$ cat config.mk
export PLATFORM = sky130hd
export DESIGN_NAME = score_display_scan
export DESIGN_NICKNAME = d
export VERILOG_FILES = /design/src/rtl/score_display_scan_pkg.sv /design/src/rtl/score_display_scan_bcd_to_seg7.sv /design/src/rtl/score_display_scan.sv
export SDC_FILE = /design/constraint.sdc
export NUM_CORES = 1
export LEC_CHECK = 0
export ABC_AREA = 1
export CORE_AREA = 8 8 93 95
export CTS_CLUSTER_DIAMETER = 40
export DETAILED_ROUTE_END_ITERATION = 8
export DIE_AREA = 0 0 101 103
export SKIP_LAST_GASP = 1
export SYNTH_ARGS = -nofsm -noshare
export SYNTH_HDL_FRONTEND = slang
export SYNTH_SLANG_ARGS = --single-unit
$ cat constraint.sdc
create_clock -name clk -period 2.1 [get_ports clk]
set_input_delay 0.21 -clock clk [delete_from_list [all_inputs] [get_ports clk]]
set_output_delay 0.21 -clock clk [all_outputs]
set_load 0.01 [all_outputs]
$ cat src/rtl/score_display_scan_pkg.sv
// Shared constants for the score display scanner: digit geometry and
// active-high 7-segment patterns, bit 0 = segment a .. bit 6 = segment g.
package score_display_scan_pkg;
  localparam int NUM_DIGITS = 4;
  localparam int NIBBLE_W   = 4;

  localparam logic [6:0] SEG_0   = 7'h3F;
  localparam logic [6:0] SEG_1   = 7'h06;
  localparam logic [6:0] SEG_2   = 7'h5B;
  localparam logic [6:0] SEG_3   = 7'h4F;
  localparam logic [6:0] SEG_4   = 7'h66;
  localparam logic [6:0] SEG_5   = 7'h6D;
  localparam logic [6:0] SEG_6   = 7'h7D;
  localparam logic [6:0] SEG_7   = 7'h07;
  localparam logic [6:0] SEG_8   = 7'h7F;
  localparam logic [6:0] SEG_9   = 7'h6F;
  localparam logic [6:0] SEG_E   = 7'h79;
  localparam logic [6:0] SEG_OFF = 7'h00;
endpackage

$ cat src/rtl/score_display_scan_bcd_to_seg7.sv
// Combinational BCD nibble to active-high 7-segment decoder; non-decimal
// nibbles render as "E" and raise invalid_o.
module bcd_to_seg7
  import score_display_scan_pkg::*;
(
  input  logic [NIBBLE_W-1:0] nibble_i,
  output logic [6:0]          seg_o,
  output logic                invalid_o
);
  always_comb begin
    seg_o     = SEG_E;
    invalid_o = 1'b0;
    case (nibble_i)
      4'd0:    seg_o = SEG_0;
      4'd1:    seg_o = SEG_1;
      4'd2:    seg_o = SEG_2;
      4'd3:    seg_o = SEG_3;
      4'd4:    seg_o = SEG_4;
      4'd5:    seg_o = SEG_5;
      4'd6:    seg_o = SEG_6;
      4'd7:    seg_o = SEG_7;
      4'd8:    seg_o = SEG_8;
      4'd9:    seg_o = SEG_9;
      default: invalid_o = 1'b1;
    endcase
  end
endmodule

$ cat src/rtl/score_display_scan.sv
// Snapshots a packed 4-digit BCD score once per frame and multiplexes it onto a
// common-anode 7-segment display with leading-zero blanking and anode gaps.
module score_display_scan
  import score_display_scan_pkg::*;
#(
  parameter int REFRESH_DIV = 50000,
  parameter bit ACTIVE_LOW  = 1'b1,
  parameter bit BLANK_LZ    = 1'b1
) (
  input  logic                             clk,
  input  logic                             rst_n,
  input  logic [NUM_DIGITS*NIBBLE_W-1:0]   points,
  input  logic                             en,
  output logic [6:0]                       seg,
  output logic                             dp,
  output logic [NUM_DIGITS-1:0]            an,
  output logic                             frame_tick,
  output logic                             bcd_err
);
  localparam int               CNT_W    = (REFRESH_DIV > 1) ? $clog2(REFRESH_DIV) : 1;
  localparam logic [CNT_W-1:0] CNT_LAST = CNT_W'(REFRESH_DIV - 1);
  localparam logic [6:0]       SEG_IDLE = ACTIVE_LOW ? 7'h7F : SEG_OFF;
  localparam logic [3:0]       AN_IDLE  = ACTIVE_LOW ? 4'hF : 4'h0;

  logic [CNT_W-1:0]               presc_q, presc_d;
  logic [1:0]                     slot_q, slot_d;
  logic [NUM_DIGITS*NIBBLE_W-1:0] shadow_q, shadow_d;
  logic                           primed_q, primed_d;
  logic                           tick_q, tick_d;
  logic [6:0]                     seg_q, seg_d;
  logic [NUM_DIGITS-1:0]          an_q, an_d;

  logic [6:0]            pat [NUM_DIGITS];
  logic [NUM_DIGITS-1:0] inv, is_zero, blank, onehot;
  logic                  last_cnt, snap;

  for (genvar g = 0; g < NUM_DIGITS; g++) begin : g_dec
    bcd_to_seg7 u_dec (
      .nibble_i  (shadow_q[g*NIBBLE_W +: NIBBLE_W]),
      .seg_o     (pat[g]),
      .invalid_o (inv[g])
    );
    assign is_zero[g] = (shadow_q[g*NIBBLE_W +: NIBBLE_W] == '0);
  end

  // Blanking cascades from the most significant digit; units always show.
  assign blank[3] = BLANK_LZ & is_zero[3];
  assign blank[2] = blank[3] & is_zero[2];
  assign blank[1] = blank[2] & is_zero[1];
  assign blank[0] = 1'b0;

  assign onehot   = 4'b0001 << slot_q;
  assign last_cnt = (presc_q == CNT_LAST);
  assign snap     = en & (~primed_q | (last_cnt & (slot_q == 2'd3)));

  always_comb begin
    presc_d  = presc_q;
    slot_d   = slot_q;
    shadow_d = shadow_q;
    primed_d = primed_q;
    tick_d   = 1'b0;
    seg_d    = seg_q;
    an_d     = AN_IDLE;
    if (en) begin
      presc_d = last_cnt ? '0 : presc_q + CNT_W'(1);
      if (last_cnt) slot_d = slot_q + 2'd1;
      seg_d = ACTIVE_LOW ? ~pat[slot_q] : pat[slot_q];
      // Count 0 of every slot keeps all anodes dark to avoid ghosting.
      if ((presc_q != '0) && !blank[slot_q]) an_d = ACTIVE_LOW ? ~onehot : onehot;
    end
    if (snap) begin
      shadow_d = points;
      primed_d = 1'b1;
      tick_d   = 1'b1;
    end
  end

  always_ff @(posedge clk or negedge rst_n) begin
    if (!rst_n) begin
      presc_q  <= '0;
      slot_q   <= 2'd0;
      shadow_q <= '0;
      primed_q <= 1'b0;
      tick_q   <= 1'b0;
      seg_q    <= SEG_IDLE;
      an_q     <= AN_IDLE;
    end else begin
      presc_q  <= presc_d;
      slot_q   <= slot_d;
      shadow_q <= shadow_d;
      primed_q <= primed_d;
      tick_q   <= tick_d;
      seg_q    <= seg_d;
      an_q     <= an_d;
    end
  end

  assign seg        = seg_q;
  assign an         = an_q;
  assign dp         = ACTIVE_LOW ? 1'b1 : 1'b0;
  assign frame_tick = tick_q;
  assign bcd_err    = |inv;
endmodule

==> impl_metrics.toml <==
[sta]
hold_viol = 22
max_slew_margin_pct = 47.92
fin_ws_ns = 0.1119
timing.fmax_mhz = 503.0
hold_ws_ns = -0.02087
finalSetupViolCount = 0
clock_skew_ns = 0.002334
tightest_slew_ns = 0.7812
finalMaxSlewViolations = 0
rsz0062_at_grt = "false"
setup-tns-final_ns = 0
period_minus_slack_ns = 1.988
fin_crit_sh_pct = 94.67

[synthesis]
yosysWarnings = 0
syn_nets = 416
ys_seq_area_share_pct = 40.19
ys_types = 37
synth.avg_cell_area_um2 = 7.571
synth_area_um2 = 2960
netlist_instances = 391
synth-seq-cells = 47

[floorplan]
rows = 31
die_area_um2 = 10400
die_x_um = 101
core-area_um2 = 7137
pin_count = 33
die_h_um = 103
initial_core_util_pct = 41.48

[global_route]
grt_max_degree = 36
grt_pass1_wl_mm = 11.79
first_global_vias = 2605
gr-total-overflow = 0
grt_use_total_pct = 14.22
antenna_found_initial = 0

[detailed_routing]
vias = 2567
wl_per_cell_um = 12.88
routed_wl_mm = 6.748
post_drt_via_cell_ratio = 4.899
postRouteAntennaNets = 0
drcViolationCount = 0
first_pass_iters = 5
drtIter0Drc = 84

[worst_setup_path]
rr_endpoint = "shadow_q[15]$_DFFE_PN0P_"
path_common_cell = "nor2_1"
r2r_start = "presc_q[1]$_DFFE_PN0P_"
critPathBufInv = 2
slowest_stage = "clkdlybuf4s50_1"
end_kind = "output pin"
worstPathArrival_ns = 1.78
crit_fanout = 8
critPathKind = "register to output pin"
startpoint_type = "register"
crit_required_ns = 1.89
reg2reg_depth = 9
rrSetupSlack_ns = 0.41
cp_slowest_stage_delay_ns = 0.50
path_delay_family = "buffers and inverters"
cp_cell_sequence = "inv_1 > nor2_1 > nor2_1 > nand3b_1 > clkdlybuf4s50_1"

[pwr]
ir_drop_mv = 0.2865
p_leak_nw = 1.549
p_per_area_nw_per_um2 = 624.7
finalPower_w = 0.002136

[place]
io_buffer_count = 31
placed_cell_area_um2 = 3331
dp_hpwl_mm = 5.319
gp_congestion = 0.8670
place_ws_ns = 0.2827

[status]
status = "complete, but fails checks"
violations = "negative hold slack"

[job]
max-cap-violations = 0

[cells_and_area]
ff_latch_area_um2 = 1190
area_growth_syn_to_layout_pct = 15.51
multi_input_comb_area_um2 = 1509
final_nets = 449
stdcell_area_um2 = 3420
drive_gt1_share_pct = 15.29
fill_cells = 740
antenna_cells = 0

[hold_path]
worstHoldPathType = "input pin to asynchronous set/reset pin"

[cts]
cts_resized = 0
clk_pin_slew_ns = 0.09
clkLatencyLatePin_ns = 0.30
holdBufCountCts = 0
cts.path.max_buffers = 2
numCtsBuffers = 5
htreeDepth = 2
cts_tree = "yes"
postCtsSetupRepairBufs = 0
cts_root_buf = "clkbuf_8"
cts.sinks = 47
==> per-stage QoR <==
| step | util, % | std cells |
|---|---|---|
| floorplan | - | 391 |
| global placement | 46.67 | 516 |
| detailed placement | 46.67 | 516 |
| CTS | 47.91 | 524 |
| global route | 47.91 | 524 |
| finish | 47.91 | 524 |
==> how the worst max path moves through the flow <==
| stage | to | depth (start not counted) | startpoint | slack [ns] |
|---|---|---|---|---|
| floorplan | shadow_q[15]$_DFFE_PN0P_ | 9 | presc_q[0]$_DFFE_PN0P_ | 0.68 |
| global placement | shadow_q[15]$_DFFE_PN0P_ | 6 | en | 0.33 |
| detailed placement | shadow_q[15]$_DFFE_PN0P_ | 6 | en | 0.28 |
| CTS | bcd_err | 5 | shadow_q[13]$_DFFE_PN0P_ | 0.08 |
| global route | bcd_err | 3 | shadow_q[5]$_DFFE_PN0P_ | 0.007 |
| finish | bcd_err | 5 | shadow_q[15]$_DFFE_PN0P_ | 0.11 |
==> routing by layer <==
metal	global-route usage (%)	vias up	wire, µm
li1	-	1321	-
met3	2.566	13	253
met5	0	-	0
met4	5.613	0	159
met2	25.83	51	3395
met1	16.16	1182	2940
==> final cells by class <==
class | count | share of cell area [%]
Clock buffer | 5 | 2.012
Tap cell | 99 | 3.622
Sequential cell | 47 | 34.80
Timing Repair Buffer | 36 | 10.03
Clock inverter | 3 | 0.5854
Inverter | 44 | 4.830
Multi-Input combinational cell | 290 | 44.13
==> logic make-up after synthesis <==
group           Yosys count  synth area share (%)
compound gates           40                 8.876
xor+xnor                  7                 2.071
flops                    47                 40.19
fa+ha+maj                 6                 2.536
other cells               1                0.1267
simple gates            236                 37.36
buf+inv                  54                 8.833
==> flip-flops by register name, indices dropped and copies added, names as in the netlist <==
register    count
shadow_q       16
an              4
presc_q        16
seg             7
frame_tick      1
primed_q        1
slot_q          2
==> cells in the final DEF, fill, tap and decap left out, types with 3 or more instances in the layout <==
cell,instances
a21oi_1,7
dfrtp_1,36
nand2_1,84
nand4_1,10
nand3b_1,3
xor2_1,7
nor2_1,65
clkdlybuf4s50_1,30
buf_4,5
dfstp_2,11
ha_1,6
o21ai_0,13
nand2_2,15
o21ai_2,13
nor3_1,3
inv_1,41
nand3_1,44
clkbuf_8,5
==> cells in the mapped netlist (all sizes together) <==
cell type,count,area (µm²)
a21oi,7,35.03
a31oi,1,6.260
and3,1,6.260
buf,7,85.08
clkbuf,3,11.26
clkinv,1,3.750
conb,1,3.750
dfrtp,36,900.9
dfstp,11,289.0
ha,6,75.07
inv,43,161.4
nand2,101,440.4
nand3,47,257.8
nand3b,3,22.52
nand4,10,62.56
nor2,66,250.2
nor3,5,35.03
nor3b,1,12.51
nor4,2,18.77
o2111ai,1,8.760
o211ai,2,15.01
o21ai,28,188.9
o221ai,1,8.760
xor2,7,61.31
==> where the power goes <==
part	switching [W]	internal, W
clock	0.000323	0.000232
combinational	0.000257	0.000175
sequential	0.000127	0.00102
total	0.000706	0.00143
==> worst register-to-register path: stages (launching register included) <==
cell	delay (ns)
dfrtp_1	0.39
ha_1	0.22
nand3_2	0.13
nor2_2	0.12
nand3_2	0.12
inv_2	0.09
nand3_4	0.09
nand2_8	0.24
nand2_1	0.12
o21ai_1	0.08
(Power assumes the default switching activity.)
